File: config.mk
export PLATFORM = sky130hd
export DESIGN_NAME = ov7670_capture
export DESIGN_NICKNAME = d
export VERILOG_FILES = /design/src/rtl/ov7670_pkg.sv /design/src/rtl/cam_byte_pack.sv /design/src/rtl/ov7670_capture.sv
export SDC_FILE = /design/constraint.sdc
export NUM_CORES = 1
export LEC_CHECK = 0
export ABC_AREA = 1
export BUFFER_PORTS_ARGS = -buffer_cell sky130_fd_sc_hd__buf_2
export CORE_MARGIN = 2
export CORE_UTILIZATION = 50
export CTS_BUF_LIST = sky130_fd_sc_hd__clkbuf_8
export DETAILED_ROUTE_END_ITERATION = 8
export PLACE_DENSITY_LB_ADDON = 0.12
export SKIP_LAST_GASP = 1
export SLEW_MARGIN = 25
export SYNTH_ARGS = -nofsm -noshare
export SYNTH_HDL_FRONTEND = slang
export SYNTH_HIERARCHICAL = 1
export SYNTH_SLANG_ARGS = --single-unit
File: constraint.sdc
create_clock -name cam_pclk -period 1.8 [get_ports cam_pclk]
set_input_delay 0.45 -clock cam_pclk [delete_from_list [all_inputs] [get_ports cam_pclk]]
set_output_delay 0.45 -clock cam_pclk [all_outputs]
set_load 0.005 [all_outputs]
File: src/rtl/ov7670_pkg.sv
// ov7670_pkg -- shared definitions for the OV7670 capture block.
//   H_ACTIVE_DEF / V_ACTIVE_DEF : default active frame size (640 x 480)
//   WIN_W_DEF / WIN_H_DEF       : default crop window size (256 x 256)
//   PIX_W                       : RGB565 pixel width
//   cap_state_e                 : capture FSM states
package ov7670_pkg;

    localparam int H_ACTIVE_DEF = 640;
    localparam int V_ACTIVE_DEF = 480;
    localparam int WIN_W_DEF    = 256;
    localparam int WIN_H_DEF    = 256;
    localparam int PIX_W        = 16;

    typedef enum logic [1:0] {
        IDLE  = 2'd0,
        BLANK = 2'd1,
        FRAME = 2'd2
    } cap_state_e;

endpackage

File: src/rtl/cam_byte_pack.sv
// cam_byte_pack -- pairs camera bytes into RGB565 pixels.
// Ports:
//   clk_i, rst_i  : clock, synchronous active-high reset
//   byte_en_i     : a camera byte is present on data_i this cycle
//   flush_i       : discard any half-pair and return to "first byte" phase
//   keep_i        : the pair completing this cycle is in range and is emitted
//   data_i        : camera byte
//   pair_stb_o    : a pair completes this cycle (combinational, before keep)
//   odd_o         : a first byte is held waiting for its partner
//   p_valid_o     : one-cycle registered pixel pulse
//   p_data_o      : registered pixel, first byte in the upper half
module cam_byte_pack
    import ov7670_pkg::*;
(
    input  logic             clk_i,
    input  logic             rst_i,
    input  logic             byte_en_i,
    input  logic             flush_i,
    input  logic             keep_i,
    input  logic [7:0]       data_i,
    output logic             pair_stb_o,
    output logic             odd_o,
    output logic             p_valid_o,
    output logic [PIX_W-1:0] p_data_o
);

    logic             phase_q, phase_d;
    logic [7:0]       hi_q, hi_d;
    logic             vld_q, vld_d;
    logic [PIX_W-1:0] pd_q, pd_d;

    always_comb begin
        phase_d = phase_q;
        hi_d    = hi_q;
        vld_d   = 1'b0;
        pd_d    = pd_q;
        if (flush_i) begin
            phase_d = 1'b0;
        end else if (byte_en_i) begin
            if (!phase_q) begin
                hi_d    = data_i;
                phase_d = 1'b1;
            end else begin
                phase_d = 1'b0;
                if (keep_i) begin
                    vld_d = 1'b1;
                    pd_d  = {hi_q, data_i};
                end
            end
        end
    end

    assign pair_stb_o = byte_en_i & phase_q & ~flush_i;
    assign odd_o      = phase_q;
    assign p_valid_o  = vld_q;
    assign p_data_o   = pd_q;

    always_ff @(posedge clk_i) begin
        if (rst_i) begin
            phase_q <= 1'b0;
            hi_q    <= 8'h00;
            vld_q   <= 1'b0;
            pd_q    <= '0;
        end else begin
            phase_q <= phase_d;
            hi_q    <= hi_d;
            vld_q   <= vld_d;
            pd_q    <= pd_d;
        end
    end

endmodule

File: src/rtl/ov7670_capture.sv
// ov7670_capture -- OV7670 RGB565 capture with crop-window buffer writes.
// Ports:
//   cam_pclk, rst           : camera pixel clock, synchronous active-high reset
//   cam_vsync/href/data     : camera sync and byte bus
//   capture_en              : 0 freezes the buffer (sampled at frame start)
//   p_valid/p_data/p_x/p_y  : assembled pixel stream with coordinates
//   f_done                  : one-cycle end-of-frame pulse
//   wr_en/wr_addr/wr_data   : crop-window buffer write port
//   line_err                : sticky line-length error
// Build option: OV7670_CAPTURE_LINE_CHECK_EN enables the line-length check;
// without it line_err is constant 0.
module ov7670_capture
    import ov7670_pkg::*;
#(
    parameter int H_ACTIVE = H_ACTIVE_DEF,
    parameter int V_ACTIVE = V_ACTIVE_DEF,
    parameter int WIN_W    = WIN_W_DEF,
    parameter int WIN_H    = WIN_H_DEF
) (
    input  logic             cam_pclk,
    input  logic             rst,
    input  logic             cam_vsync,
    input  logic             cam_href,
    input  logic [7:0]       cam_data,
    input  logic             capture_en,
    output logic             p_valid,
    output logic [PIX_W-1:0] p_data,
    output logic [9:0]       p_x,
    output logic [8:0]       p_y,
    output logic             f_done,
    output logic             wr_en,
    output logic [15:0]      wr_addr,
    output logic [PIX_W-1:0] wr_data,
    output logic             line_err
);

    localparam logic [9:0] H_LIM = 10'(H_ACTIVE);
    localparam logic [8:0] V_LIM = 9'(V_ACTIVE);
    localparam logic [9:0] W_LIM = 10'(WIN_W);
    localparam logic [8:0] WH_LIM = 9'(WIN_H);

    cap_state_e  state_q, state_d;
    logic        href_q;
    logic        frame_en_q, frame_en_d;
    logic [9:0]  col_q, col_d;
    logic [8:0]  row_q, row_d;
    logic [9:0]  px_q, px_d;
    logic [8:0]  py_q, py_d;
    logic        fdone_q, fdone_d;
    logic        wen_q, wen_d;
    logic [15:0] waddr_q, waddr_d;

    logic frame_start, frame_end, href_fall, byte_en, keep;
    logic pair_stb, odd;

    // IDLE only leaves on a vsync high, so a frame already running at
    // startup or after reset is never captured.
    always_comb begin
        state_d = state_q;
        case (state_q)
            IDLE:    if (cam_vsync)  state_d = BLANK;
            BLANK:   if (!cam_vsync) state_d = FRAME;
            FRAME:   if (cam_vsync)  state_d = BLANK;
            default: state_d = IDLE;
        endcase
    end

    assign frame_start = (state_q == BLANK) && !cam_vsync;
    assign frame_end   = (state_q == FRAME) && cam_vsync;
    assign byte_en     = (state_q == FRAME) && !cam_vsync && cam_href;
    assign href_fall   = (state_q == FRAME) && href_q && !cam_href;
    assign keep        = (col_q < H_LIM) && (row_q < V_LIM);

    cam_byte_pack u_pack (
        .clk_i      (cam_pclk),
        .rst_i      (rst),
        .byte_en_i  (byte_en),
        .flush_i    (href_fall | frame_end),
        .keep_i     (keep),
        .data_i     (cam_data),
        .pair_stb_o (pair_stb),
        .odd_o      (odd),
        .p_valid_o  (p_valid),
        .p_data_o   (p_data)
    );

    // col_q stops at H_ACTIVE and row_q at V_ACTIVE: past those limits
    // nothing is emitted, so neither counter can wrap inside a frame.
    always_comb begin
        col_d      = col_q;
        row_d      = row_q;
        px_d       = px_q;
        py_d       = py_q;
        fdone_d    = 1'b0;
        wen_d      = 1'b0;
        waddr_d    = waddr_q;
        frame_en_d = frame_en_q;
        if (frame_start) frame_en_d = capture_en;
        if (frame_end) begin
            col_d   = '0;
            row_d   = '0;
            px_d    = '0;
            py_d    = '0;
            fdone_d = 1'b1;
        end else if (href_fall) begin
            col_d = '0;
            px_d  = '0;
            if (col_q != 10'd0 && row_q < V_LIM) row_d = row_q + 9'd1;
        end else if (pair_stb && keep) begin
            col_d   = col_q + 10'd1;
            px_d    = col_q;
            py_d    = row_q;
            wen_d   = frame_en_q && (col_q < W_LIM) && (row_q < WH_LIM);
            waddr_d = {row_q[7:0], col_q[7:0]};
        end
    end

    always_ff @(posedge cam_pclk) begin
        if (rst) begin
            state_q    <= IDLE;
            href_q     <= 1'b0;
            frame_en_q <= 1'b0;
            col_q      <= '0;
            row_q      <= '0;
            px_q       <= '0;
            py_q       <= '0;
            fdone_q    <= 1'b0;
            wen_q      <= 1'b0;
            waddr_q    <= '0;
        end else begin
            state_q    <= state_d;
            href_q     <= cam_href;
            frame_en_q <= frame_en_d;
            col_q      <= col_d;
            row_q      <= row_d;
            px_q       <= px_d;
            py_q       <= py_d;
            fdone_q    <= fdone_d;
            wen_q      <= wen_d;
            waddr_q    <= waddr_d;
        end
    end

    assign p_x     = px_q;
    assign p_y     = py_q;
    assign f_done  = fdone_q;
    assign wr_en   = wen_q;
    assign wr_addr = waddr_q;
    assign wr_data = p_data;

`ifdef OV7670_CAPTURE_LINE_CHECK_EN
    // Counts every completed pair, including ones dropped past H_ACTIVE,
    // so an over-long line is flagged even though it emits H_ACTIVE pixels.
    logic [10:0] pairs_q, pairs_d;
    logic        lerr_q, lerr_d;

    always_comb begin
        pairs_d = pairs_q;
        lerr_d  = lerr_q;
        if (frame_end) begin
            pairs_d = '0;
        end else if (href_fall) begin
            pairs_d = '0;
            if (odd || pairs_q != 11'(H_ACTIVE)) lerr_d = 1'b1;
        end else if (pair_stb && pairs_q != 11'h7FF) begin
            pairs_d = pairs_q + 11'd1;
        end
    end

    always_ff @(posedge cam_pclk) begin
        if (rst) begin
            pairs_q <= '0;
            lerr_q  <= 1'b0;
        end else begin
            pairs_q <= pairs_d;
            lerr_q  <= lerr_d;
        end
    end

    assign line_err = lerr_q;
`else
    logic unused_odd;
    assign unused_odd = odd;
    assign line_err   = 1'b0;
`endif

endmodule

==> results.rst <==
.. list-table::
   :header-rows: 1

   * - Metric
     - Value
   * - Cell area power density
     - 670.7 nW/um2
   * - Share of final-layout standard cells stronger than drive strength 1
     - 0.3075
   * - Sw Ratio
     - 0.2446
   * - First-pass GRT wire length
     - 14660 um
   * - Remaining global-route overflow
     - 0
   * - Die outline width
     - 93.31 um
   * - Detailed-route DRC error count
     - 0
   * - Boundary pin count
     - 84
   * - Number of buffers inserted for hold repair after clock tree synthesis
     - 0
   * - Minimum clock period
     - 1.766 ns
   * - Number of DRC violations after detailed-routing iteration 0
     - 120
   * - Fmax
     - 0.5663 GHz
   * - Number of input and output port buffers inserted
     - 82
   * - Cell count after synthesis
     - 562
   * - CTS tree
     - built
   * - Worst Setup End Kind
     - flop
   * - Hold-critical path endpoint
     - frame_en_q
   * - R2r worst-path depth
     - 14
   * - R2R Setup Slk
     - 0.03 ns
   * - Most Crowded Layer GR
     - met2
   * - Insertion delay of the later-clocked pin in the worst-skew pair
     - 0.37 ns
   * - Placement-stage cell area
     - 4454 um2
   * - Half-perimeter wire length after detailed placement
     - 6325 um
   * - Met1 Use GR
     - 0.2525
   * - Final layout net count
     - 668
   * - Max-slew headroom at the worst pin
     - 0.5747
   * - Slowest CP cell
     - sky130_fd_sc_hd__dfxtp_2
   * - Count of final hold-check violations
     - 0
   * - Net switching power
     - 811.4 uW
   * - Worst flop-to-flop path startpoint
     - state_q[0]
   * - Measured slew at the worst slew-check pin
     - 0.6331 ns
   * - Antenna violations before repair
     - 0
   * - Initial core utilization
     - 0.5160
   * - Clock root buffer master
     - sky130_fd_sc_hd__clkbuf_8
   * - Most Frequent Cell on Critical Path
     - sky130_fd_sc_hd__inv_2
   * - Worst voltage drop across the vdd grid
     - 0.4651 mV
   * - Final Cycle Share
     - 0.9810
   * - Endpoint required time on the critical path
     - 2.06 ns
   * - Critical path origin
     - state_q[0]
   * - Core Rows
     - 32
   * - WHS Path Cells
     - 3
   * - Iteration count of the initial detailed-routing pass
     - 4
   * - Inserted Diodes
     - 0
   * - Critical Path, Cell by Cell
     - inv_2 > nand2_2 > inv_2 > nand2_4 > nor2_4 > nand2_4 > nor2_4 > inv_2 > nor3_4 > buf_6 > buf_12 > nand3_2 > nand2_1 > nor2_1
   * - Area inside the core boundary
     - 7727 um2
   * - Aggregate routed wire length
     - 9066 um
   * - Vias in the first global route
     - 3348
   * - Via count
     - 3603
   * - Final standard cell area without fillers
     - 4946 um2
   * - Outcome
     - finished, final reports clean
   * - Lkg Pwr
     - 0.002535 uW
   * - Sequential element share of the synthesized area
     - 0.4318
   * - Sink Count
     - 86
   * - Number of antenna-violating nets in the routed design
     - 0
   * - Combinational cell fraction of total power
     - 0.042
   * - Flop pwr share
     - 0.576
   * - Data arrival time of the critical path
     - 2.03 ns
   * - Synthesis Warnings
     - 6
   * - Internal Dissipation
     - 2506 uW
   * - Clock network fraction of total power
     - 0.382
   * - Crit-path leading delay family
     - simple AND/OR/NAND/NOR gates
   * - Buffers & Inverters on Critical Path
     - 5
   * - Flip-flop and latch count after synthesis
     - 86
   * - Die outline area
     - 8706 um2
   * - Die span in y
     - 93.31 um
   * - Yosys cell types
     - 32
   * - Final Wtd Congestion
     - 0.8665
   * - Area Overhead vs Synth
     - 24.04%
   * - RSZ-0062 raised after global routing
     - yes
   * - Largest stage delay on the critical path
     - 0.33 ns
   * - Global-route track usage on met3
     - 0.02981
   * - Maximum count of clock buffers along a single path
     - 2
   * - Post-Synthesis Cell Area
     - 3988 um2
   * - Largest net degree at the start of global routing
     - 25
   * - Worst Hold Launch
     - capture_en
   * - Max-slew violation count
     - 0
   * - Met2 usage in global routing
     - 0.3645
   * - Top fanout value on the critical path
     - 7
   * - Post-Synthesis Mean Instance Area
     - 7.095 um2
   * - Startpoint-to-endpoint class of the critical path
     - reg2reg
   * - Overall fraction of global-route tracks in use
     - 0.2081
   * - Num CTS Buffers
     - 9
   * - Wire length per cell after detailed routing
     - 11.94 um
   * - Worst clock skew
     - 0.01055 ns
   * - Number of nets in the synthesized netlist
     - 578
   * - Setup violations, final
     - 0
   * - Clock transition at the registers of the reported paths
     - 0.09 ns
   * - # Max-Cap Violations
     - 0
   * - Endpoint of the most critical register-to-register path
     - col_q[4]
   * - Path category of the worst min-delay check
     - in2reg
   * - Post-DR vias/cell
     - 4.747
   * - H-tree depth
     - 3
   * - Critical Path Source Type
     - flop
   * - Overall power consumption
     - 3317 uW
## kinds of logic after synthesis
logic type / after synthesis / share of synthesized area
and+or+nand+nor: 343 / 0.3803
buffers and inverters: 97 / 0.1302
DFF: 86 / 0.4318
AOI/OAI and AO/OA: 26 / 0.03420
xor gates and xnor gates: 6 / 0.01318
adders and majority gates: 3 / 0.009414
other: 1 / 0.0009404
## sequential cells by signal (all words and copies together) (netlist names)
signal,flops
wr_en,1
state_q,2
href_q,1
u_pack/p_valid_o,1
u_pack/hi_q,8
col_q,10
u_pack/p_data_o,16
p_x,10
f_done,1
wr_addr,16
frame_en_q,1
row_q,9
p_y,9
u_pack/odd_o,1
## per-layer routing
metal | part of all wire | wire [um]
met5 | 0 | 0
met4 | 0.012 | 108
met3 | 0.047 | 424
met2 | 0.50 | 4516
met1 | 0.44 | 4016
## power groups by stage
stage / clock (uW) / combinational (uW) / sequential, uW
floorplan: 0 / 84.6 / 1960
global placement: 0 / 127 / 1960
finish: 1270 / 138 / 1910
global route: 1370 / 157 / 1910
detailed placement: 0 / 130 / 1960
CTS: 1300 / 131 / 1910
## cell type report
type	instances	area, um2
Inverter	64	245.2
Fill cell	724	2781
Tap cell	102	127.6
Clock inverter	6	45.04
Clock buffer	10	137.6
Sequential cell	86	1724
Timing Repair Buffer	112	745.7
Multi-Input combinational cell	379	1921
## worst max-delay path by stage
stage / end / slack [ns] / cells past startpoint
after floorplan: p_y[0] / 0.02 / 12
after global placement: p_y[1] / -0.10 / 12
after detailed placement: p_y[1] / -0.16 / 13
after CTS: p_y[1] / 0.01 / 14
after global routing: col_q[4] / -0.13 / 14
final: col_q[4] / 0.03 / 14
## stage by stage
stage               hold slack (ns)  cells    util  worst slack, ns  TNS, ns
floorplan                    0.4137    562       -          0.01736        0
global route                 0.3682    759  0.6401          -0.1308   -3.348
CTS                          0.3509    750  0.6010          0.01105        0
finish                       0.3586    759  0.6401          0.03418        0
global placement             0.4244    733  0.5764          -0.1032   -2.787
detailed placement           0.4404    733  0.5764          -0.1570   -4.976
## synthesized netlist by cell type
| library cell | count | share of area |
|---|---|---|
| sky130_fd_sc_hd__o21ai_0 | 6 | 0.0075 |
| sky130_fd_sc_hd__nand2_4 | 1 | 0.0028 |
| sky130_fd_sc_hd__clkbuf_1 | 1 | 0.00094 |
| sky130_fd_sc_hd__buf_6 | 7 | 0.020 |
| sky130_fd_sc_hd__inv_4 | 1 | 0.0016 |
| sky130_fd_sc_hd__buf_2 | 5 | 0.0063 |
| sky130_fd_sc_hd__inv_1 | 58 | 0.055 |
| sky130_fd_sc_hd__xor2_1 | 5 | 0.011 |
| sky130_fd_sc_hd__xnor2_1 | 1 | 0.0022 |
| sky130_fd_sc_hd__nor3b_4 | 1 | 0.0047 |
| sky130_fd_sc_hd__nand3_1 | 48 | 0.060 |
| sky130_fd_sc_hd__conb_1 | 1 | 0.00094 |
| sky130_fd_sc_hd__nand3b_1 | 2 | 0.0038 |
| sky130_fd_sc_hd__nor3_4 | 1 | 0.0041 |
| sky130_fd_sc_hd__buf_4 | 18 | 0.034 |
| sky130_fd_sc_hd__a21oi_2 | 1 | 0.0022 |
| sky130_fd_sc_hd__ha_1 | 3 | 0.0094 |
| sky130_fd_sc_hd__nor2_1 | 129 | 0.12 |
| sky130_fd_sc_hd__buf_12 | 1 | 0.0050 |
| sky130_fd_sc_hd__nor2_4 | 3 | 0.0085 |
| sky130_fd_sc_hd__o21ai_1 | 3 | 0.0038 |
| sky130_fd_sc_hd__nand3_2 | 10 | 0.025 |
| sky130_fd_sc_hd__nor2_2 | 7 | 0.011 |
| sky130_fd_sc_hd__inv_2 | 5 | 0.0047 |
| sky130_fd_sc_hd__nand2_1 | 129 | 0.12 |
| sky130_fd_sc_hd__nand2_2 | 5 | 0.0078 |
| sky130_fd_sc_hd__nand4_1 | 2 | 0.0031 |
| sky130_fd_sc_hd__nor3_1 | 5 | 0.0063 |
| sky130_fd_sc_hd__clkbuf_8 | 1 | 0.0035 |
| sky130_fd_sc_hd__a21oi_1 | 15 | 0.019 |
| sky130_fd_sc_hd__a211oi_1 | 1 | 0.0019 |
| sky130_fd_sc_hd__dfxtp_1 | 86 | 0.43 |
## tightest hold or removal path, stage by stage
cell,delay (ns)
sky130_fd_sc_hd__buf_2,0.10
sky130_fd_sc_hd__nand3_1,0.07
sky130_fd_sc_hd__a21oi_1,0.06
## cell usage in the layout, fill, tap and decap left out, types with 2 or more instances in the layout
cell type                   Yosys  layout
sky130_fd_sc_hd__nor2_1       129     122
sky130_fd_sc_hd__nand2_1      129     110
sky130_fd_sc_hd__dfxtp_1       86      84
sky130_fd_sc_hd__buf_2          5      82
sky130_fd_sc_hd__inv_1         58      56
sky130_fd_sc_hd__nand3_1       48      46
sky130_fd_sc_hd__buf_4         18      21
sky130_fd_sc_hd__nand2_2        5      13
sky130_fd_sc_hd__nand2_4        1      12
sky130_fd_sc_hd__nor2_2         7      12
sky130_fd_sc_hd__nand3_2       10      11
sky130_fd_sc_hd__clkbuf_8       1      10
sky130_fd_sc_hd__a21oi_2        1       8
sky130_fd_sc_hd__a21oi_1       15       8
sky130_fd_sc_hd__inv_2          5       6
sky130_fd_sc_hd__o21ai_0        6       6
sky130_fd_sc_hd__nor2_4         3       5
sky130_fd_sc_hd__nor3_1         5       5
sky130_fd_sc_hd__xor2_1         5       5
sky130_fd_sc_hd__buf_12         1       4
sky130_fd_sc_hd__o21ai_1        3       3
sky130_fd_sc_hd__ha_1           3       3
sky130_fd_sc_hd__clkbuf_16      0       3
sky130_fd_sc_hd__nand4_1        2       2
sky130_fd_sc_hd__inv_4          1       2
sky130_fd_sc_hd__nand3b_1       2       2
sky130_fd_sc_hd__inv_6          0       2
sky130_fd_sc_hd__clkinv_2       0       2
sky130_fd_sc_hd__clkinv_4       0       2
sky130_fd_sc_hd__buf_6          7       2
sky130_fd_sc_hd__dfxtp_2        0       2
## repair_timing
action                                  4_1_cts  5_1_grt
pin swaps                                     2       14
endpoints found under the setup margin       10       62
gates resized for setup                       0       54
buffers inserted                              1        6
cloned                                        0        3
Note: power is estimated with default switching activity, not from simulation.
